<file path="config.mk">
export PLATFORM = sky130hd
export DESIGN_NAME = elevator_request_scheduler
export DESIGN_NICKNAME = d
export VERILOG_FILES = /design/src/rtl/elevator_pkg.sv /design/src/rtl/elevator_floor_picker.sv /design/src/rtl/elevator_request_scheduler.sv
export SDC_FILE = /design/constraint.sdc
export NUM_CORES = 1
export LEC_CHECK = 0
export ABC_AREA = 0
export CAP_MARGIN = 20
export CORE_UTILIZATION = 50
export CTS_CLUSTER_SIZE = 20
export DETAILED_ROUTE_END_ITERATION = 10
export PLACE_DENSITY = 0.8
export SLEW_MARGIN = 20
export SYNTH_ARGS = -nofsm -noshare
export SYNTH_HDL_FRONTEND = slang
export SYNTH_SLANG_ARGS = --single-unit
export TNS_END_PERCENT = 100
</file>
<file path="constraint.sdc">
create_clock -name clk -period 4.6 [get_ports clk]
set_clock_uncertainty 0.05 [all_clocks]
set_input_delay 1.38 -clock clk [delete_from_list [all_inputs] [get_ports clk]]
set_output_delay 1.38 -clock clk [all_outputs]
set_load 0.01 [all_outputs]
</file>
<file path="src/rtl/elevator_pkg.sv">
// Shared types and defaults for the elevator request scheduler.
package elevator_pkg;

   localparam int unsigned NUM_FLOORS_DEFAULT = 8;
   localparam int unsigned DOOR_DWELL_DEFAULT = 4;

   localparam logic DIR_UP   = 1'b1;
   localparam logic DIR_DOWN = 1'b0;

   typedef enum logic [1:0] {
      IDLE   = 2'd0,
      SELECT = 2'd1,
      MOVE   = 2'd2,
      DOOR   = 2'd3
   } sched_state_t;

endpackage

</file>
<file path="src/rtl/elevator_floor_picker.sv">
// Combinational SCAN pick: nearest pending floor ahead, else reverse; a call at the current floor wins.
module elevator_floor_picker
   import elevator_pkg::*;
#(
   parameter int unsigned NUM_FLOORS = NUM_FLOORS_DEFAULT
) (
   input  logic [NUM_FLOORS-1:0] pending,
   input  logic [NUM_FLOORS-1:0] cur_floor,
   input  logic                  dir,
   output logic [NUM_FLOORS-1:0] pick,
   output logic                  pick_valid,
   output logic                  new_dir,
   output logic                  at_cur
);

   logic [NUM_FLOORS-1:0] above;
   logic [NUM_FLOORS-1:0] below;
   logic [NUM_FLOORS-1:0] lowest_above;
   logic [NUM_FLOORS-1:0] highest_below;
   logic                  seen_lo;
   logic                  seen_hi;
   logic                  found;

   // Split pending into floors strictly above / below the car, then isolate the nearest of each.
   always_comb begin
      above         = '0;
      below         = '0;
      highest_below = '0;
      seen_lo       = 1'b0;
      seen_hi       = 1'b0;
      found         = 1'b0;
      for (int i = 0; i < int'(NUM_FLOORS); i++) begin
         above[i] = pending[i] & seen_lo;
         seen_lo  = seen_lo | cur_floor[i];
      end
      for (int i = int'(NUM_FLOORS) - 1; i >= 0; i--) begin
         below[i] = pending[i] & seen_hi;
         seen_hi  = seen_hi | cur_floor[i];
         if (below[i] && !found) begin
            highest_below[i] = 1'b1;
            found            = 1'b1;
         end
      end
      lowest_above = above & (~above + NUM_FLOORS'(1));
   end

   always_comb begin
      pick       = '0;
      new_dir    = dir;
      at_cur     = |(pending & cur_floor);
      pick_valid = at_cur | (|above) | (|below);
      if (at_cur) begin
         pick = cur_floor;
      end else if (dir == DIR_UP) begin
         if (|above) begin
            pick = lowest_above;
         end else if (|below) begin
            pick    = highest_below;
            new_dir = DIR_DOWN;
         end
      end else begin
         if (|below) begin
            pick = highest_below;
         end else if (|above) begin
            pick    = lowest_above;
            new_dir = DIR_UP;
         end
      end
   end

endmodule

</file>
<file path="src/rtl/elevator_request_scheduler.sv">
// Latches floor calls, drives the controller toward the next SCAN target and times the door dwell.
module elevator_request_scheduler
   import elevator_pkg::*;
#(
   parameter int unsigned NUM_FLOORS = NUM_FLOORS_DEFAULT,
   parameter int unsigned DOOR_DWELL = DOOR_DWELL_DEFAULT
) (
   input  logic                  clk,
   input  logic                  reset,
   input  logic [NUM_FLOORS-1:0] call_req,
   input  logic [NUM_FLOORS-1:0] cur_floor,
   input  logic                  complete,
   input  logic                  hold,
   output logic [NUM_FLOORS-1:0] target_floor,
   output logic                  target_valid,
   output logic [NUM_FLOORS-1:0] pending,
   output logic                  door_open,
   output logic                  sched_dir,
   output logic                  busy
);

   localparam int unsigned CNT_W = $clog2(DOOR_DWELL + 1);

   sched_state_t          state, state_nxt;
   logic [CNT_W-1:0]      dwell, dwell_nxt;
   logic [NUM_FLOORS-1:0] pending_nxt, target_nxt, pick_src, pick, call_lat;
   logic                  tv_nxt, door_nxt, dir_nxt, busy_nxt;
   logic                  pick_valid, new_dir, at_cur, cur_onehot, reopen, pickup_ok;

   // While moving, the floor being passed is not a pick-up candidate.
   assign pick_src   = (state == MOVE) ? (pending & ~cur_floor) : pending;
   assign cur_onehot = (cur_floor != '0) && ((cur_floor & (cur_floor - NUM_FLOORS'(1))) == '0);
   assign reopen     = (state == DOOR) && (|(call_req & cur_floor));
   assign call_lat   = (state == DOOR) ? (call_req & ~cur_floor) : call_req;
   assign pickup_ok  = pick_valid && cur_onehot &&
                       ((sched_dir == DIR_UP) ? ((pick > cur_floor) && (pick < target_floor))
                                              : ((pick < cur_floor) && (pick > target_floor)));

   elevator_floor_picker #(.NUM_FLOORS(NUM_FLOORS)) u_picker (
      .pending    (pick_src),
      .cur_floor  (cur_floor),
      .dir        (sched_dir),
      .pick       (pick),
      .pick_valid (pick_valid),
      .new_dir    (new_dir),
      .at_cur     (at_cur)
   );

   always_comb begin
      state_nxt   = state;
      pending_nxt = pending | call_lat;
      target_nxt  = target_floor;
      tv_nxt      = target_valid;
      door_nxt    = door_open;
      dir_nxt     = sched_dir;
      dwell_nxt   = dwell;
      case (state)
         IDLE: begin
            if (pending_nxt != '0) state_nxt = SELECT;
         end
         SELECT: begin
            tv_nxt = 1'b0;
            if (!cur_onehot) begin
               state_nxt = SELECT;
            end else if (!pick_valid) begin
               state_nxt = IDLE;
            end else if (at_cur) begin
               state_nxt   = DOOR;
               door_nxt    = 1'b1;
               dwell_nxt   = CNT_W'(DOOR_DWELL);
               pending_nxt = pending_nxt & ~cur_floor;
            end else begin
               state_nxt  = MOVE;
               target_nxt = pick;
               dir_nxt    = new_dir;
               tv_nxt     = 1'b1;
            end
         end
         MOVE: begin
            tv_nxt = 1'b1;
            if (complete && (cur_floor == target_floor)) begin
               state_nxt   = DOOR;
               tv_nxt      = 1'b0;
               door_nxt    = 1'b1;
               dwell_nxt   = CNT_W'(DOOR_DWELL);
               pending_nxt = pending_nxt & ~target_floor;
            end else if (pickup_ok) begin
               target_nxt = pick;
            end
         end
         DOOR: begin
            door_nxt = 1'b1;
            if (reopen) begin
               dwell_nxt = CNT_W'(DOOR_DWELL);
            end else if (!hold) begin
               if (dwell <= CNT_W'(1)) begin
                  dwell_nxt = '0;
                  door_nxt  = 1'b0;
                  state_nxt = (pending_nxt != '0) ? SELECT : IDLE;
               end else begin
                  dwell_nxt = dwell - CNT_W'(1);
               end
            end
         end
         default: state_nxt = IDLE;
      endcase
      busy_nxt = (state_nxt != IDLE);
   end

   always_ff @(posedge clk or negedge reset) begin
      if (!reset) begin
         state        <= IDLE;
         pending      <= '0;
         target_floor <= '0;
         target_valid <= 1'b0;
         door_open    <= 1'b0;
         sched_dir    <= DIR_UP;
         busy         <= 1'b0;
         dwell        <= '0;
      end else begin
         state        <= state_nxt;
         pending      <= pending_nxt;
         target_floor <= target_nxt;
         target_valid <= tv_nxt;
         door_open    <= door_nxt;
         sched_dir    <= dir_nxt;
         busy         <= busy_nxt;
         dwell        <= dwell_nxt;
      end
   end

endmodule

</file>
==> report_table.html <==
<table>
<tr><th>Metric</th><th>Value</th></tr>
<tr><th colspan="2">Outcome</th></tr>
<tr><td>Status</td><td>finished with violations</td></tr>
<tr><td>Failing checks</td><td>negative setup slack</td></tr>
<tr><th colspan="2">Drt</th></tr>
<tr><td>Initial DRC Count</td><td>551</td></tr>
<tr><td>Post-DR wirelength/cell</td><td>approximately 22 um</td></tr>
<tr><td>Drt drc</td><td>0</td></tr>
<tr><td>Drt first pass iters</td><td>5</td></tr>
<tr><td>Average via count per standard cell</td><td>6.63</td></tr>
<tr><td>Wirelength, routed</td><td>11,700 um</td></tr>
<tr><td>Antenna viol nets, final</td><td>0</td></tr>
<tr><td>Total number of vias</td><td>between 3,000 and 4,000</td></tr>
<tr><th colspan="2">Yosys</th></tr>
<tr><td>Share of flip-flops with an asynchronous set or reset after synthesis</td><td>between 90% and 100%</td></tr>
<tr><td>Fraction of the mapped netlist area in compound gates</td><td>between 30% and 40%</td></tr>
<tr><td>XOR/XNOR share of the synthesized area</td><td>under 10%</td></tr>
<tr><td>Combinational family with the most area after synthesis</td><td>compound AO/OA/AOI/OAI gates</td></tr>
<tr><td>Ys Warns</td><td>0</td></tr>
<tr><td>Average instance area after synthesis</td><td>slightly below 8 um2</td></tr>
<tr><td>Proportion of synthesized area in mux cells</td><td>4.20%</td></tr>
<tr><td>Number of unique standard cell types used by synthesis</td><td>slightly below 60</td></tr>
<tr><td>Synth top area share</td><td>between 20% and 30%</td></tr>
<tr><td>Seq cells post-synth</td><td>25</td></tr>
<tr><td>Synthesized-area fraction occupied by adder cells</td><td>a little over a tenth</td></tr>
<tr><td>Number of enable flip-flop cells after synthesis</td><td>0</td></tr>
<tr><td>Synthesized cell area</td><td>~0.0026 mm2</td></tr>
<tr><td>Simple-gate share of the synthesized area</td><td>around 21%</td></tr>
<tr><td>Cells after synthesis</td><td>~330</td></tr>
<tr><td>Cell taking the most area after synthesis</td><td>dfrtp_1</td></tr>
<tr><td>Top area cells in the synthesized netlist</td><td>dfrtp_1, ha_1, a21oi_1</td></tr>
<tr><td>Net count after synthesis</td><td>375</td></tr>
<tr><td>Share of the yosys chip area belonging to registers</td><td>about a quarter</td></tr>
<tr><td>Top FF cell, synth</td><td>dfrtp_1</td></tr>
<tr><th colspan="2">Run</th></tr>
<tr><td>Max Cap Viol</td><td>0</td></tr>
<tr><th colspan="2">Timing</th></tr>
<tr><td>Clock period minus worst slack</td><td>approximately 5.4 ns</td></tr>
<tr><td>Unrepaired setup endpoints after global routing</td><td>true</td></tr>
<tr><td>Relative slew slack</td><td>between 60% and 70%</td></tr>
<tr><td>Fraction of the cycle the final worst path needs</td><td>116%</td></tr>
<tr><td>Total count of max-transition violations in the final report</td><td>0</td></tr>
<tr><td>Post-route setup slack</td><td>-0.755 ns</td></tr>
<tr><td>Setup violation total in the final timing report</td><td>8</td></tr>
<tr><td>Final Hold Viols</td><td>0</td></tr>
<tr><td>Final setup TNS</td><td>-5.91 ns</td></tr>
<tr><td>Maximum achievable frequency</td><td>187 MHz</td></tr>
<tr><td>Least-Margin Pin Slew</td><td>0.582 ns</td></tr>
<tr><th colspan="2">Worst setup path</th></tr>
<tr><td>Worst setup SP type</td><td>input port</td></tr>
<tr><td>CP max FO</td><td>4</td></tr>
<tr><td>Internal reg-to-reg setup slack</td><td>-0.47 ns</td></tr>
<tr><td>Length in cells of the worst reg-to-reg path</td><td>23</td></tr>
<tr><td>Critical register-to-register path startpoint</td><td>state[0]</td></tr>
<tr><td>Setup Crit Path Kind</td><td>input port to flop</td></tr>
<tr><td>Data arrival, critical path</td><td>roughly 5.5 ns</td></tr>
<tr><td>Crit end category</td><td>flop</td></tr>
<tr><td>Required time worst endpoint</td><td>around 4.7 ns</td></tr>
<tr><td>Terminus of the critical flop-to-flop path</td><td>target_floor[2]</td></tr>
<tr><th colspan="2">GRT</th></tr>
<tr><td>Via count of the first global-routing pass</td><td>about 3,300</td></tr>
<tr><td>Number of antenna violations at the first check in global routing</td><td>0</td></tr>
<tr><td>Maximum number of pins on one net before global-route repair</td><td>26</td></tr>
<tr><td>Global-route wire length before repair</td><td>16,100 um</td></tr>
<tr><td>All-Layer GR Usage</td><td>between 30 and 40%</td></tr>
<tr><td>Grt ovf</td><td>0</td></tr>
<tr><th colspan="2">Floorplanning</th></tr>
<tr><td>Die W</td><td>about 74 um</td></tr>
<tr><td>Total number of placement rows</td><td>25</td></tr>
<tr><td>Die H</td><td>about 74 um</td></tr>
<tr><td>Initial standard-cell utilization of the core</td><td>53.7%</td></tr>
<tr><td>Number of placed I/O pins</td><td>40</td></tr>
<tr><td>Core area</td><td>between 0.004 and 0.005 mm2</td></tr>
<tr><td>Die ar.</td><td>around 0.0055 mm2</td></tr>
<tr><th colspan="2">Cells and area</th></tr>
<tr><td>Most frequent standard cell in the layout excluding fill and tap cells</td><td>buf_4</td></tr>
<tr><td>Share of cells above drive strength 1</td><td>39.5%</td></tr>
<tr><td>Leading cell types in the layout, fill and taps excluded</td><td>buf_4, nand2_1, a21oi_1, clkdlybuf4s50_1</td></tr>
<tr><td>Number of antenna diodes</td><td>0</td></tr>
<tr><td>Final Cell Area</td><td>around 0.0043 mm2</td></tr>
<tr><td>Area added between synthesis and finish</td><td>62.7%</td></tr>
<tr><td>Layout net count</td><td>520</td></tr>
<tr><th colspan="2">Placement</th></tr>
<tr><td>Detail Placement HPWL</td><td>around 7300 um</td></tr>
<tr><td>Port-buffer cells</td><td>39</td></tr>
<tr><td>Gpl congestion</td><td>roughly 0.93</td></tr>
<tr><td>Placement-stage worst setup slack</td><td>-1.33 ns</td></tr>
<tr><td>Area of placed instances</td><td>0.00376 mm2</td></tr>
<tr><th colspan="2">Clock network</th></tr>
<tr><td>Number of clock buffers inserted by TritonCTS</td><td>3</td></tr>
<tr><td>Clock Tree Root</td><td>clkbuf_8</td></tr>
<tr><td>CTS max path bufs</td><td>2</td></tr>
<tr><td>Clock transition at the register clock pins on the worst setup and hold paths after CTS</td><td>~0.10 ns</td></tr>
<tr><td>Number of buffers added to fix hold violations after cts</td><td>0</td></tr>
<tr><td>Latest clock arrival within the worst-skew pair</td><td>0.29 ns</td></tr>
<tr><td>Maximum level of the CTS H-tree</td><td>1</td></tr>
<tr><td>CTS sink count</td><td>25</td></tr>
<tr><td>Clock tree from TritonCTS</td><td>done</td></tr>
<tr><th colspan="2">Hold path</th></tr>
<tr><td>Count of cells along the worst hold path</td><td>1</td></tr>
<tr><td>Hold wc startpoint</td><td>door_open</td></tr>
<tr><td>Worst Hold Class</td><td>flop to flop</td></tr>
<tr><td>Hold EP</td><td>door_open</td></tr>
<tr><th colspan="2">Pwr</th></tr>
<tr><td>Cell area power density</td><td>~310 mW/mm2</td></tr>
<tr><td>Post-route total power</td><td>1.33 mW</td></tr>
<tr><td>Leakage power</td><td>between 1.5 and 2 nW</td></tr>
<tr><td>IR Drop Worst-Case VDD</td><td>approximately 190 uV</td></tr>
</table>
-- final cells by class --
cell class	count	area, um2
fill	254	618
tap	67	83.8
inverter	24	90.1
clock buffer	3	41.3
multi-input combinational	267	2120
sequential	25	627
timing repair buffer	156	1290
clock inverter	1	7.51
-- cells in the mapped netlist, types with 4 or more instances --
cell      number
xnor2_1        8
a22oi_1       13
nor3_1        11
nor2_1        12
nand2b_1       4
nor2b_1        7
or3_1          4
nand4_1        9
a21oi_1       35
a211oi_1       6
nand2_1       35
ha_1          23
dfrtp_1       24
buf_2          5
nor4_1         4
inv_1         24
a31oi_1        5
clkbuf_1       9
mux2_2         7
o21ai_0       23
-- where the power goes --
group / switching (mW) / internal (mW) / leakage (nW) / total [mW]
logic: 0.416 / 0.426 / 1.50 / 0.842
registers: 0.0719 / 0.275 / 0.291 / 0.347
clock network: 0.0833 / 0.0619 / 0.0217 / 0.145
total: 0.571 / 0.763 / 1.81 / 1.33
-- through the flow --
step,instances,hold WS (ns),utilization [%]
final,543,0.464,87.3
after detailed placement,511,0.448,77.1
after CTS,536,0.469,83.5
after floorplan,332,0.439,-
after global placement,511,0.408,77.1
after global routing,543,0.492,87.3
-- cell families after synthesis --
| group | after synthesis |
|---|---|
| AOI/OAI and AO/OA | 123 |
| and+or+nand+nor | 103 |
| buffers and inverters | 40 |
| DFF | 25 |
| adders and majority gates | 23 |
| muxes | 10 |
| xor gates and xnor gates | 8 |
-- metal layers --
| metal | track usage [%] | up-vias | routed length, um |
|---|---|---|---|
| li1 | - | 1528 | - |
| met1 | 49.9 | 1646 | 4350 |
| met2 | 63.7 | 313 | 5070 |
| met3 | 8.27 | 113 | 1410 |
| met4 | 18.4 | 0 | 855 |
| met5 | 0 | - | 0 |
-- worst max path at each step --
stage                      start               to  slack, ns  cells past startpoint
global route        cur_floor[7]  target_floor[2]      -0.84                     20
floorplan           cur_floor[4]  target_floor[1]      -0.62                     18
finish              cur_floor[6]  target_floor[2]      -0.76                     21
detailed placement  cur_floor[5]  target_floor[1]      -1.33                     18
global placement    cur_floor[5]  target_floor[4]      -1.27                     18
CTS                 cur_floor[6]  target_floor[7]      -0.50                     20
-- sequential cells by signal, indices dropped and copies added, names as in the netlist --
name,count
pending,8
target_floor,8
target_valid,1
door_open,1
state,2
busy,1
dwell,3
sched_dir,1
-- critical path, stage by stage --
cell     delay (ns)
buf_8          0.11
or3_4          0.38
and2_1         0.15
nor4_2         0.39
buf_4          0.21
buf_4          0.11
buf_4          0.10
nand2_2        0.06
buf_4          0.15
buf_4          0.12
nor3_1         0.31
a21oi_1        0.16
ha_1           0.29
nand4_1        0.10
nor2_1         0.05
or4_1          0.41
mux2i_1        0.23
nand3_2        0.13
a21oi_4        0.19
buf_6          0.14
mux2_4         0.31
-- timing repair --
item                                    CTS  global route
gates resized for setup                  60            27
pin swaps                                25            10
hold endpoints to repair                  0             0
setup buffers                            21             7
cloned                                    0             0
endpoints found under the setup margin    8             8
Power figures use the tool's default switching activity.
